==> config.mk <==
export PLATFORM = sky130hd
export DESIGN_NAME = slicer_flat
export DESIGN_NICKNAME = d
export VERILOG_FILES = /design/src/rtl/slicer_if.sv /design/src/rtl/slicer.sv /design/src/flat_wrapper.sv
export SDC_FILE = /design/constraint.sdc
export NUM_CORES = 1
export LEC_CHECK = 0
export CELL_PAD_IN_SITES_DETAIL_PLACEMENT = 2
export CELL_PAD_IN_SITES_GLOBAL_PLACEMENT = 2
export CORE_ASPECT_RATIO = 2
export CORE_UTILIZATION = 35
export CTS_BUF_LIST = sky130_fd_sc_hd__clkbuf_8 sky130_fd_sc_hd__clkbuf_16
export CTS_CLUSTER_DIAMETER = 120
export DETAILED_ROUTE_END_ITERATION = 10
export PLACE_DENSITY = 0.77
export SYNTH_ARGS = -nofsm -noshare
export SYNTH_HDL_FRONTEND = slang
export SYNTH_SLANG_ARGS = --single-unit
==> constraint.sdc <==
create_clock -name clk -period 5.71 [get_ports clk]
set_input_delay 0.8565 -clock clk [delete_from_list [all_inputs] [get_ports clk]]
set_output_delay 0.8565 -clock clk [all_outputs]
set_load 0.03 [all_outputs]
==> src/rtl/slicer_if.sv <==
`default_nettype none
// ============================================================================
// Module      : slicer_if
// Description : Symbol/decision bundle for the 4-PAM slicer. The err_out
//               member exists only when SLICER_ERR_EN is defined.
// Revision    : 1.0 - initial release
// ============================================================================
interface slicer_if;
    logic               sym_en;
    logic signed [17:0] slicer_in;
    logic        [1:0]  slicer_out;
    logic               out_valid;
    logic signed [17:0] ref_level;
    logic               ref_valid;
`ifdef SLICER_ERR_EN
    logic signed [17:0] err_out;

    modport master (
        output sym_en, slicer_in,
        input  slicer_out, out_valid, ref_level, ref_valid, err_out
    );
    modport slave (
        input  sym_en, slicer_in,
        output slicer_out, out_valid, ref_level, ref_valid, err_out
    );
`else
    modport master (
        output sym_en, slicer_in,
        input  slicer_out, out_valid, ref_level, ref_valid
    );
    modport slave (
        input  sym_en, slicer_in,
        output slicer_out, out_valid, ref_level, ref_valid
    );
`endif
endinterface
`default_nettype wire

==> src/rtl/slicer.sv <==
`default_nettype none
// ============================================================================
// Module      : slicer
// Description : 4-PAM decision slicer with an adaptive reference level.
//               The reference is the mean of |x| over windows of 2**AVG_LOG2
//               symbols; decisions use thresholds at -ref, 0 and +ref.
//               Optional macro SLICER_ERR_EN adds a registered, saturated
//               decision-error output (err_out).
// Revision    : 1.0 - initial release
// ============================================================================
module slicer #(
    parameter int                 AVG_LOG2 = 12,
    parameter logic signed [17:0] REF_INIT = 18'sd32768
) (
    input  logic     clk,
    input  logic     reset,
    slicer_if.slave  bus
);

    localparam int                 c_ACC_W   = 18 + AVG_LOG2;
    localparam logic signed [17:0] c_IN_MIN  = -18'sd131072;
    localparam logic        [17:0] c_MAG_MAX = 18'd131071;

    localparam logic [0:0] c_ST_ACQUIRE = 1'b0;
    localparam logic [0:0] c_ST_TRACK   = 1'b1;

    logic [0:0]          r_state;
    logic [0:0]          w_state_next;
    logic [c_ACC_W-1:0]  r_acc;
    logic [AVG_LOG2-1:0] r_cnt;
    logic signed [17:0]  r_ref;
    logic [1:0]          r_out;
    logic                r_valid;

    logic [17:0]         w_mag;
    logic [c_ACC_W-1:0]  w_sum;
    logic [17:0]         w_avg;
    logic signed [17:0]  w_new_ref;
    logic                w_win_done;
    logic signed [18:0]  w_x;
    logic signed [18:0]  w_ref_pos;
    logic signed [18:0]  w_ref_neg;
    logic [1:0]          w_dec;

    // Saturating magnitude: the most negative code has no positive twin.
    always_comb begin
        w_mag = bus.slicer_in;
        if (bus.slicer_in == c_IN_MIN) begin
            w_mag = c_MAG_MAX;
        end else if (bus.slicer_in[17]) begin
            w_mag = -bus.slicer_in;
        end
    end

    // Window sum, the averaged level and the end-of-window strobe.
    always_comb begin
        w_sum      = r_acc + {{AVG_LOG2{1'b0}}, w_mag};
        w_avg      = w_sum[c_ACC_W-1:AVG_LOG2];
        // A zero level would collapse all three thresholds onto zero.
        w_new_ref  = (w_avg == 18'd0) ? 18'sd1 : $signed(w_avg);
        w_win_done = bus.sym_en && (r_cnt == {AVG_LOG2{1'b1}});
    end

    // Threshold decision against the reference currently in use.
    always_comb begin
        w_x       = {bus.slicer_in[17], bus.slicer_in};
        w_ref_pos = {r_ref[17], r_ref};
        w_ref_neg = -w_ref_pos;
        if (w_x < w_ref_neg) begin
            w_dec = 2'b00;
        end else if (w_x < 19'sd0) begin
            w_dec = 2'b01;
        end else if (w_x < w_ref_pos) begin
            w_dec = 2'b10;
        end else begin
            w_dec = 2'b11;
        end
    end

    // Acquisition state register.
    always_ff @(posedge clk) begin
        if (reset) begin
            r_state <= c_ST_ACQUIRE;
        end else begin
            r_state <= w_state_next;
        end
    end

    // Leave acquisition on the first completed window; tracking is sticky.
    always_comb begin
        w_state_next = r_state;
        case (r_state)
            c_ST_ACQUIRE: if (w_win_done) w_state_next = c_ST_TRACK;
            c_ST_TRACK:   w_state_next = c_ST_TRACK;
            default:      w_state_next = c_ST_ACQUIRE;
        endcase
    end

    // Averaging datapath and registered decision; a reset sample is dropped.
    always_ff @(posedge clk) begin
        if (reset) begin
            r_acc   <= '0;
            r_cnt   <= '0;
            r_ref   <= REF_INIT;
            r_out   <= 2'b00;
            r_valid <= 1'b0;
        end else begin
            r_valid <= bus.sym_en;
            if (bus.sym_en) begin
                r_out <= w_dec;
                r_cnt <= r_cnt + 1'b1;
                if (w_win_done) begin
                    r_acc <= '0;
                    r_ref <= w_new_ref;
                end else begin
                    r_acc <= w_sum;
                end
            end
        end
    end

    assign bus.slicer_out = r_out;
    assign bus.out_valid  = r_valid;
    assign bus.ref_level  = r_ref;
    assign bus.ref_valid  = (r_state == c_ST_TRACK);

`ifdef SLICER_ERR_EN
    logic signed [19:0] w_ref20;
    logic signed [19:0] w_half;
    logic signed [19:0] w_lvl;
    logic signed [19:0] w_diff;
    logic signed [17:0] w_err_sat;
    logic signed [17:0] r_err;

    // Ideal level of the decided symbol (+-ref/2, +-1.5 ref) and the error.
    always_comb begin
        w_ref20 = {{2{r_ref[17]}}, r_ref};
        w_half  = w_ref20 >>> 1;
        case (w_dec)
            2'b00:   w_lvl = -(w_ref20 + w_half);
            2'b01:   w_lvl = -w_half;
            2'b10:   w_lvl = w_half;
            default: w_lvl = w_ref20 + w_half;
        endcase
        w_diff = {{2{bus.slicer_in[17]}}, bus.slicer_in} - w_lvl;
        if (w_diff > 20'sd131071) begin
            w_err_sat = 18'sd131071;
        end else if (w_diff < -20'sd131072) begin
            w_err_sat = -18'sd131072;
        end else begin
            w_err_sat = w_diff[17:0];
        end
    end

    // Error register updates together with the decision.
    always_ff @(posedge clk) begin
        if (reset) begin
            r_err <= '0;
        end else if (bus.sym_en) begin
            r_err <= w_err_sat;
        end
    end

    assign bus.err_out = r_err;
`endif

endmodule
`default_nettype wire

==> src/flat_wrapper.sv <==
// flat-port wrapper written by rule: the top's interface ports become plain ports
module slicer_flat 
#(
    parameter int                 AVG_LOG2 = 12,
    parameter logic signed [17:0] REF_INIT = 18'sd32768
)
  (clk, reset, bus_sym_en, bus_slicer_in, bus_slicer_out, bus_out_valid, bus_ref_level, bus_ref_valid);
  slicer_if bus_i ();
  input  logic clk;
  input  logic reset;
  input wire logic [$bits(bus_i.sym_en)-1:0] bus_sym_en;
  input wire logic [$bits(bus_i.slicer_in)-1:0] bus_slicer_in;
  output wire logic [$bits(bus_i.slicer_out)-1:0] bus_slicer_out;
  output wire logic [$bits(bus_i.out_valid)-1:0] bus_out_valid;
  output wire logic [$bits(bus_i.ref_level)-1:0] bus_ref_level;
  output wire logic [$bits(bus_i.ref_valid)-1:0] bus_ref_valid;
  assign bus_i.sym_en = bus_sym_en;
  assign bus_i.slicer_in = bus_slicer_in;
  assign bus_slicer_out = bus_i.slicer_out;
  assign bus_out_valid = bus_i.out_valid;
  assign bus_ref_level = bus_i.ref_level;
  assign bus_ref_valid = bus_i.ref_valid;
  slicer #(.AVG_LOG2(AVG_LOG2), .REF_INIT(REF_INIT)) u_core (.clk(clk), .reset(reset), .bus(bus_i));
endmodule
# Word level (Yosys, flattened, before mapping)

Cells that the tools add are included.

Input port bits: 21
Output and inout bits: 22
Flip-flop bits (word level): 64

Reduce and logical (&&, ||, !) cells: 3
Equality and inequality tests: 2
Multiplexer cells: 9
Magnitude comparators: 3
Add/subtract/negate cells: 4
Bitwise gates (word level): 1

Operators by type and width:

| kind                                                 | count |
|---|---|
| 2-to-1 mux 18 bit                                    | 3 |
| adder 30 x 18 -> 30 bit                              | 1 |
| 2-to-1 mux 30 bit                                    | 1 |
| < comparator 18 x 19 -> 1 bit                        | 1 |
| negation 18 -> 19 bit                                | 1 |
| equality test 18 bit (second input constant)         | 1 |
| zero test 18 bit                                     | 1 |
| < comparator 18 x 1 -> 1 bit (second input constant) | 1 |
| < comparator 18 bit                                  | 1 |
| negation 18 bit                                      | 1 |
| adder 12 x 1 -> 12 bit (second input constant)       | 1 |
| equality test 12 bit (second input constant)         | 1 |
| 2-to-1 mux 2 bit                                     | 2 |
| 2-to-1 mux 1 bit                                     | 2 |
| case mux 1 bit (2 select lines)                      | 1 |
| AND reduction 2 bit                                  | 1 |
| logical AND 1 bit                                    | 1 |
| NOT 1 bit                                            | 1 |

# Longest topological paths before layout

Gate-level depths: netlist of the first run.

Depth after elaboration: 6
Mapped depth: 20
Mapped depth without buffers: 18

# Worst setup path after synthesis of the first run

OpenSTA, ideal clock, no wires.

Path kind: input -> register
Start: input port bus_slicer_in[9]
End: register u_core.r_ref[0] (netlist: u_core.bus.ref_level[0])
Setup time: 0.069 ns
Required time: 5.641 ns
Slack: 1.375 ns
Stages on the path: 14
Arrival: 4.266 ns
Cells stage by stage: or4_1 or3_1 o31ai_1 xor2_1 nand2_1 ha_1 and4_4 nand2_4 nor4b_4 o2111ai_2 xnor2_1 or3_1 nand4bb_1 o21ai_1

Word-level cells in the longest chain between the ends: 6
Elaborated cells between the ends (all ways): 7
Classes of those cells: 2 x add/sub; 1 x eq/ne; 3 x mux; 1 x reduce/logical

RTL lines:

| item                        | RTL line           | source |
|---|---|---|
| start: declaration          | flat_wrapper.sv:12 | `input wire logic [$bits(bus_i.slicer_in)-1:0] bus_slicer_in;` |
| negation 18 bit             | slicer.sv:51       | `w_mag = -bus.slicer_in;` |
| 2-to-1 mux 18 bit           | slicer.sv:50       | `end else if (bus.slicer_in[17]) begin` |
| 2-to-1 mux 18 bit (*)       | slicer.sv:48       | `if (bus.slicer_in == c_IN_MIN) begin` |
| adder 30 x 18 -> 30 bit (*) | slicer.sv:57       | `w_sum = r_acc + {{AVG_LOG2{1'b0}}, w_mag};` |
| zero test 18 bit            | slicer.sv:60       | `w_new_ref = (w_avg == 18'd0) ? 18'sd1 : $signed(w_avg);` |
| 2-to-1 mux 18 bit (*)       | slicer.sv:60       |  |
| end signal: assignment      | slicer.sv:114      | `r_ref <= w_new_ref;` |
| end: declaration            | slicer.sv:31       | `logic signed [17:0] r_ref;` |

Every way passes the cells marked *; elsewhere a longest branch is shown, timed or not.
A chain may end at the register's enable or synchronous reset.

# Worst setup path after layout of the first run

Start: input port bus_slicer_in[2]
End: register u_core.r_ref[0] (netlist: u_core.bus.ref_level[0])

The elaborated chain is that of the path after synthesis.

==> results of run 1 <==
cell type report:
class / instances / share of cell area, %
well taps: 195 / 3.92
multi-input cells: 551 / 60.1
clock buffers: 9 / 3.62
repair buffers: 58 / 8.60
inverters: 31 / 1.87
clock inverters: 7 / 1.27
flip-flops and latches: 64 / 20.6
final timing paths:
kind / to / slack (ps) / cells past startpoint
worst min-delay path: u_core.bus.ref_valid / 490 / 2
worst min register to register: u_core.bus.ref_valid / 490 / 2
worst max register to register: u_core.bus.slicer_out[0] / 1770 / 15
worst max-delay path: u_core.bus.ref_level[0] / 470 / 16
flip-flops by register name, indices dropped and copies added (netlist names):
signal	flops
u_core.r_acc	30
u_core.bus.ref_level	18
u_core.r_cnt	12
u_core.bus.slicer_out	2
u_core.bus.out_valid	1
u_core.bus.ref_valid	1
power by group:
part / internal (mW) / switching, mW
clock network: 0.342 / 0.233
logic: 0.191 / 0.293
registers: 0.472 / 0.0195
cells in the mapped netlist (4+ instances only):
cell type,instances
o21ai_0,23
nor2_1,83
a21oi_1,48
nor3_1,15
and3_1,6
a211o_1,5
xnor2_1,33
nand2b_1,7
nand3_1,12
dfxtp_1,64
o21ai_1,5
ha_1,57
nor4_1,4
a211oi_1,15
and2_1,7
a21o_1,18
a31oi_1,9
nand2_1,61
a22oi_1,15
or3_1,11
buf_2,5
clkbuf_1,18
o211ai_1,6
nand4_1,14
xor2_1,31
inv_1,28
kinds of logic after synthesis:
group | count (synthesis) | synth area share [%]
buffers and inverters | 59 | 4.38
XOR/XNOR | 64 | 10.7
AO/OA/AOI/OAI | 177 | 22.5
flip-flops | 64 | 24.4
adder cells (fa/ha/maj) | 58 | 13.9
multiplexers | 3 | 0.571
AND/OR/NAND/NOR | 249 | 23.6
cell usage in the layout (no fill, tap or decap), types with 23 or more instances in the layout:
master	synthesis	routed
inv_1	28	28
a21oi_1	48	48
xor2_1	31	31
nor2_1	83	83
o21ai_0	23	23
ha_1	57	57
clkdlybuf4s50_1	0	41
nand2_1	61	61
dfxtp_1	64	64
xnor2_1	33	33
worst max-delay path, cell delays in order:
cell and delay (ps):
clkdlybuf4s50_1 530, nor3_1 440, nand3b_1 220, or3_1 480, o31ai_1 270, xor2_1 170
nand2_1 100, ha_1 440, and4_4 310, nand2_4 100, nor4b_4 510, o2111ai_2 170
xnor2_1 180, or3_1 390, nand4bb_1 210, o21ai_1 130
per-layer routing:
metal	track usage (%)	up-vias	wire, µm
met4	22.5	0	1670
met5	0	-	0
li1	-	2519	-
met1	25.5	2582	7060
met2	54.0	128	11600
met3	4.70	81	672
==> metrics, run 1 <==
GPL Wtd Cong=0.918; diodes inserted=0; CTS sink cnt=64; total track usage=28.6%; sequential area share after synthesis=24.4%; largest net degree at the start of global routing=64; Cell Rows=63; Worst EP arrival=5520 ps; mapped cell area=5260 µm²; Fin Setup TNS=0 ps; Mapped Cells=674; initial antenna violation count=0; Post-synth EDFFs=0; Area contributors post-synth=dfxtp_1 24%, ha_1 14%, nor2_1 5.9%, xnor2_1 5.5%, xor2_1 5.2%; final setup violation count=0; RSZ-0062 raised after global routing=false; # hold bufs at CTS=0; Post-CTS Resized=0; initial core utilization=35.7%; first-pass GRT wire length=32700 µm; # Post-CTS Setup Buffers=0; post-route insts no fill=915; post-synthesis cell type count=70; HP Start=u_core.bus.ref_valid; vias in the first global route=6059; Synth Flop Type=dfxtp_1; Final Slew Violations=0; synthesized net count=753; clk_lat worst skew=350 ps; Synth top area share=24.4%; vias per cell=5.80; peak supply drop=0.149 mV; ys async rst share=0%; Slew HR=32.9%; Worst Setup Slack, final=475 ps; clock buffer depth=2; synthesized flop and latch total=64; status=completed; measured slew at the worst slew-check pin=1000 ps; Max-Cap Viols=0; Fill cells=1738; initial drt markers=118; Final Hold Fails=0; LEAKAGE=2.51 nW; sequential cell area=1280 µm²; H-Tree Level Count=3; Detailed Route WL=21000 µm; synth warn=0; PwrDens=249 nW/µm²; Area Overhead vs Synth=18.4%; nets=794; Hold Path Class=flip-flop to flip-flop; Avg Cell Area, Syn=7.80 µm²; wire length per cell=23.0 µm; Num CTS Buffers=9; post-DP HPWL=16800 µm; Crit. Startpoint=bus_slicer_in[2]; post-place setup slack=107 ps; port buffer count=42; Worst EP required=5990 ps; fin crit share=91.7%; Clock Skew=11.7 ps; area leader, netlist=dfxtp_1; vias=5310; minimum clock period=5240 ps; placed inst area=5920 µm²; Worst setup SP type=input port; chip height=175 µm; Pre-antenna DRT Iters=4; crit path max fanout=9; DRC violations left=0; CTS tree=built; layout cell share with drive strength beyond 1=6.67%; Placed Instances=899; final instance area=6230 µm²; Util after Layout=42.2%; Worst-path clk slew=60 ps; Worst R2R Start=u_core.bus.ref_level[2]; die area=15500 µm²; total grt overflow=0; total power=1.55 mW; IO Count=43; Hold WS=485 ps; core area=14700 µm²; Multi-input gate area=3740 µm²; Root Driver=clkbuf_16; Max Freq=0.191 GHz; die span in x=88.7 µm; crit path kind=input port to flip-flop; CP endpoint kind=flip-flop; post-route ant nets=0
(Power assumes the default switching activity.)
==> inputs of run 2 (changes only) <==
- ABC_AREA: not set -> 1
- CORE_UTILIZATION: 35 -> 32
==> metrics, run 2 <==
status=completed; vias per cell=5.27 (-9.3%); mapped cell area=5840 µm² (+11%); Post-synth EDFFs=0 (unchanged); area leader, netlist=dfxtp_1; initial core utilization=32.9% (-2.8 points); worst path cell trace=clkdlybuf4s50_1 -> nor2_1 -> nand3b_1 -> nor4_1 -> nand4_1 -> nand2_1 -> ha_1 -> nand2_1 -> nand3_1 -> nand2_1 -> nand2_1 -> nand2_1 -> nand2_1 -> xnor2_1 -> nand3_1 -> nor2_1 -> nand2_1 -> a21oi_2; vias=6425 (+21%); first-pass GRT wire length=36100 µm (+10%); die span in x=97.6 µm (+10%); Max Freq=0.213 GHz (+12%); simple-gate share of the synthesized area=38.9% (+15 points); post-place setup slack=624 ps (+517 ps); Clock Skew=5.60 ps (-6.14 ps); ys async rst share=0% (unchanged); area share of xor/xnor cells in the synthesized design=4.50% (-6.2 points); RSZ-0062 raised after global routing=false; minimum clock period=4690 ps (-547 ps); post-route insts no fill=1220 (+33%); crit path max fanout=12 (+3); diodes inserted=0 (unchanged); Worst setup SP type=input port; post-synthesis cell type count=40 (-43%); IO Count=43 (unchanged); Worst-path clk slew=60 ps (about the same); CTS sink cnt=64 (unchanged); total track usage=25.3% (-3.3 points); chip height=193 µm (+10%); Placed Instances=1204 (+34%); die area=18800 µm² (+21%); Multi-input gate area=3920 µm² (+4.7%); Detailed Route WL=22900 µm (+8.7%); CTS tree=built; layout cell share with drive strength beyond 1=5.96% (-0.71 points); final instance area=6780 µm² (+8.9%); crit path kind=input port to flip-flop; synth cell count leaders=325 x nand2_1, 142 x inv_1, 79 x a21oi_1, 69 x nor2_1, 64 x dfxtp_1; LEAKAGE=3.19 nW (+27%); clock buffer depth=2 (unchanged); vias in the first global route=7102 (+17%); wire length per cell=18.7 µm (-18%); top-count cell post-synth=nand2_1; core area=17800 µm² (+21%); port buffer count=42 (unchanged); Top reg by flops=u_core.r_acc; Area Overhead vs Synth=16.0%; Pre-antenna DRT Iters=4 (unchanged); Util after Layout=38.1% (-4.1 points); Worst Setup Slack, final=1020 ps (+547 ps); # hold bufs at CTS=0 (unchanged); synth warn=0 (unchanged); initial drt markers=85 (-28%); adder-cell share of the synthesized area=12.5% (-1.4 points); Cell Rows=69 (+9.5%); post-DP HPWL=18900 µm (+13%); post-route ant nets=0 (unchanged); commonest non-fill, non-tap cell in the layout=nand2_1; max FFs per register=30 (unchanged); Worst EP required=6000 ps (about the same); total power=1.49 mW (-4.1%); commonest non-fill, non-tap cells in the layout=325 x nand2_1, 142 x inv_1, 79 x a21oi_1; Hold WS=468 ps (-17.0 ps); Post-CTS Resized=0 (unchanged); # Post-CTS Setup Buffers=0 (unchanged); fin crit share=82.1% (-9.6 points); nets=1081 (+36%); slowest stage delay, CP=610 ps (+80 ps); mux contribution to synthesized area=0% (-0.57 points); Compound-Gate Fraction of Synth Area=11.2% (-11 points); CP endpoint kind=flip-flop; Num CTS Buffers=9 (unchanged); PwrDens=219 nW/µm² (-12%); synthesized flop and latch total=64 (unchanged); sequential cell area=1280 µm² (unchanged); Crit path top cell by count=nand2_1; Worst EP arrival=4980 ps (-540 ps); DRC violations left=0 (unchanged); Root Driver=clkbuf_16; Synth top area share=21.9% (-2.4 points); Final Slew Violations=0 (unchanged); total grt overflow=0 (unchanged); Hold Path Class=flip-flop to flip-flop; Synth Flop Type=dfxtp_1; clk_lat worst skew=350 ps (about the same); Mapped Cells=965 (+43%); Final Hold Fails=0 (unchanged); final setup violation count=0 (unchanged); GPL Wtd Cong=0.809 (-12%); H-Tree Level Count=3 (unchanged); largest family of logic cells by synthesized area=simple AND/OR/NAND/NOR gates; CP max stage cell=clkdlybuf4s50_1; Avg Cell Area, Syn=6.06 µm² (-22%); Area contributors post-synth=dfxtp_1 22%, nand2_1 21%, ha_1 12%, inv_1 9.1%, a21oi_1 6.8%; Slew HR=56.6% (+24 points); initial antenna violation count=0 (unchanged); synthesized net count=1044 (+39%); largest net degree at the start of global routing=55 (-14%); Max-Cap Viols=0 (unchanged); measured slew at the worst slew-check pin=651 ps (-351 ps); Fin Setup TNS=0 ps (unchanged); placed inst area=6470 µm² (+9.3%); Fill cells=2281 (+31%); sequential area share after synthesis=21.9% (-2.4 points); peak supply drop=0.204 mV (+37%)
[run 2: changes by cell type in the layout (fill, tap and decap cells not counted), moves of 12 or more]
cell,before,now
a21oi_1,48,79
a211oi_1,15,2
buf_4,16,4
xnor2_1,33,4
nand2_1,61,325
a21o_1,18,2
nor2_1,83,69
a22oi_1,15,2
inv_1,28,142
nand3_1,12,56
[run 2: path summary, 6_finish.rpt]
check | start | endpoint | slack, ps | cells past startpoint
worst max register to register | u_core.bus.ref_level[0] | u_core.bus.slicer_out[1] | 1730 | 19
worst min register to register | u_core.bus.slicer_out[0] | u_core.bus.slicer_out[0] | 470 | 2
worst max-delay path | bus_slicer_in[14] | u_core.bus.ref_level[0] | 1020 | 18
worst min-delay path | u_core.bus.slicer_out[0] | u_core.bus.slicer_out[0] | 470 | 2
[run 2: area by class of cell]
cell class | count | share of cell area [%]
multi-input cells | 732 | 57.8
well taps | 213 | 3.93
inverters | 149 | 8.25
clock inverters | 7 | 1.18
clock buffers | 9 | 3.32
flip-flops and latches | 64 | 18.9
repair buffers | 46 | 6.57
[run 2: logic make-up (layout without fill, tap and decap cells)]
family,after synthesis,after routing
fa+ha+maj,58,58
xor+xnor,30,30
flops,64,64
simple gates,522,522
buf+inv,169,211
compound gates,122,122
[run 2: power breakdown]
group,internal [mW],switching (mW)
clock network,0.342,0.235
logic,0.140,0.285
registers,0.468,0.0154
[run 2: layer usage]
layer	global-route usage, %	vias to the layer above	wire (µm)
met5	0	-	0
met1	22.1	3147	7880
li1	-	3146	-
met2	53.7	82	13500
met3	3.06	50	338
met4	14.3	0	1200
[run 2: critical path, delay by kind of cell]
kind	cells	cell delay, ps
simple gates	14	2710
buf+inv	1	610
xor+xnor	1	360
fa+ha+maj	1	320
compound gates	1	100
==> inputs of run 3 (changes only) <==
- clock period: 5.71 -> 4.75 ns (I/O delays scaled with it)
==> metrics, run 3 (same netlist as run 2, synthesis figures left out) <==
layout cell share with drive strength beyond 1=7.79% (+1.8 points); LEAKAGE=3.32 nW (+4.1%); Crit path top cell by count=nand2_1; H-Tree Level Count=3 (unchanged); # hold bufs at CTS=0 (unchanged); Max-Cap Viols=0 (unchanged); Worst EP arrival=4630 ps (-350 ps); sequential cell area=1280 µm² (unchanged); largest net degree at the start of global routing=55 (unchanged); initial drt markers=149 (+75%); Max Freq=0.230 GHz; crit path buf inv count=4 (+3); status=completed; crit path kind=input port to flip-flop; crit path max fanout=5 (-7); Top reg by flops=u_core.r_acc; Worst setup SP type=input port; chip height=193 µm (unchanged); fin crit share=91.4%; Worst EP required=5040 ps (-960 ps); Hold Path Class=flip-flop to flip-flop; post-DP HPWL=19400 µm (+2.6%); Pre-antenna DRT Iters=4 (unchanged); CP max stage cell=clkdlybuf4s50_1; Fill cells=2271 (-0.44%); vias per cell=5.22 (-0.95%); CTS sink cnt=64 (unchanged); critical path's top delay family=simple AND/OR/NAND/NOR gates; total track usage=25.7% (+0.36 points); commonest non-fill, non-tap cells in the layout=325 x nand2_1, 142 x inv_1, 79 x a21oi_1; CP endpoint kind=flip-flop; commonest non-fill, non-tap cell in the layout=nand2_1; Worst-path clk slew=60 ps (about the same); initial core utilization=32.9% (unchanged); vias in the first global route=7166 (+0.90%); core area=17800 µm² (unchanged); die span in x=97.6 µm (unchanged); HP Start=u_core.bus.ref_valid; Clock Skew=5.87 ps (+0.276 ps); minimum clock period=4340 ps; Cell Rows=69 (unchanged); Detailed Route WL=23400 µm (+2.3%); post-route ant nets=0 (unchanged); initial antenna violation count=0 (unchanged); diodes inserted=0 (unchanged); Worst Setup Slack, final=410 ps (-613 ps); Multi-input gate area=3930 µm² (+0.16%); vias=6468 (+0.67%); clock buffer depth=2 (unchanged); post-place setup slack=9.76 ps (-614 ps); Worst R2R Start=u_core.bus.ref_level[0]; RSZ-0062 raised after global routing=false; first-pass GRT wire length=36900 µm (+1.9%); Num CTS Buffers=9 (unchanged); port buffer count=42 (unchanged); CTS tree=built; Slew HR=54.8% (-1.8 points); Hold WS=473 ps (+4.57 ps); clk_lat worst skew=350 ps (about the same); measured slew at the worst slew-check pin=677 ps (+25.9 ps); nets=1101 (+1.9%); Crit. Startpoint=bus_slicer_in[1]; wire length per cell=18.9 µm (+0.66%); die area=18800 µm² (unchanged); GPL Wtd Cong=0.868 (+7.4%); placed inst area=6620 µm² (+2.3%); Fin Setup TNS=0 ps (unchanged); peak supply drop=0.178 mV (-13%); total grt overflow=0 (unchanged); final instance area=6980 µm² (+3.0%); max FFs per register=30 (unchanged); slowest stage delay, CP=480 ps (-130 ps); Final Hold Fails=0 (unchanged); PwrDens=274 nW/µm² (+25%); Root Driver=clkbuf_16; final setup violation count=0 (unchanged); Area Overhead vs Synth=19.5%; DRC violations left=0 (unchanged); Final Slew Violations=0 (unchanged); IO Count=43 (unchanged)
[run 3: cell count changes in the layout (fill, tap and decap cells not counted), sizes merged]
cell / delta
buf: +20
bufinv: +2
clkbuf: +1
clkinv: -1
clkinvlp: -1
inv: -1
[run 3: per-layer routing]
metal | track usage [%] | routed length (µm) | vias to the layer above
met1 | 23.0 | 8020 | 3144
met5 | 0 | 0 | -
met2 | 54.9 | 13900 | 94
met4 | 13.0 | 1100 | 0
li1 | - | - | 3179
met3 | 2.67 | 411 | 51
[run 3: area by class of cell]
cell class | instances | share of cell area (%)
clock buffers | 10 | 3.42
inverters | 149 | 8.01
well taps | 213 | 3.82
flip-flops and latches | 64 | 18.3
multi-input cells | 732 | 56.2
repair buffers | 66 | 8.53
clock inverters | 6 | 1.65
[run 3: power by group]
part	internal [mW]	leakage, nW	total [mW]	switching [mW]
sequential	0.563	0.520	0.582	0.0186
combinational	0.184	2.64	0.536	0.353
clock	0.530	0.169	0.798	0.269
[run 3: final timing paths]
check / endpoint / slack [ps] / cells after the start
setup / recovery: u_core.bus.ref_level[0] / 410 / 26
hold / removal: u_core.bus.ref_valid / 470 / 1
setup reg to reg: u_core.bus.slicer_out[1] / 800 / 20
hold reg to reg: u_core.bus.ref_valid / 470 / 1
[run 3: worst reg2reg max path, stage by stage (launching register included)]
cell and delay [ps]:
dfxtp_1 420, inv_1 100, ha_1 200, nand3_1 140, nor3_2 230, nand3_1 240, nor3_1 420, nand3_1 180
nand3b_1 220, nand2_1 80, ha_1 220, nand2_1 80, inv_1 70, nand3_1 110, nor2_1 330, nand4_1 290
nand4_1 180, nand2_1 70, inv_1 80, nand3_1 70, a21oi_1 170
[run 3: metrics by stage]
step           instances  total power, mW  utilization [%]
3_5_place_dp        1224             1.13             37.2
3_3_place_gp        1224             1.11             37.2
4_1_cts             1240             1.94             39.2
2_1_floorplan        965            0.929                -
6_report            1240             1.92             39.3
5_1_grt             1240             2.02             39.3
[run 3: timing repair]
| action | CTS | global route |
|---|---|---|
| buffers inserted | 0 | 0 |
| setup endpoints to repair | 0 | 1 |
| gates resized for setup | 0 | 1 |
| endpoints found under the hold margin | 0 | 0 |
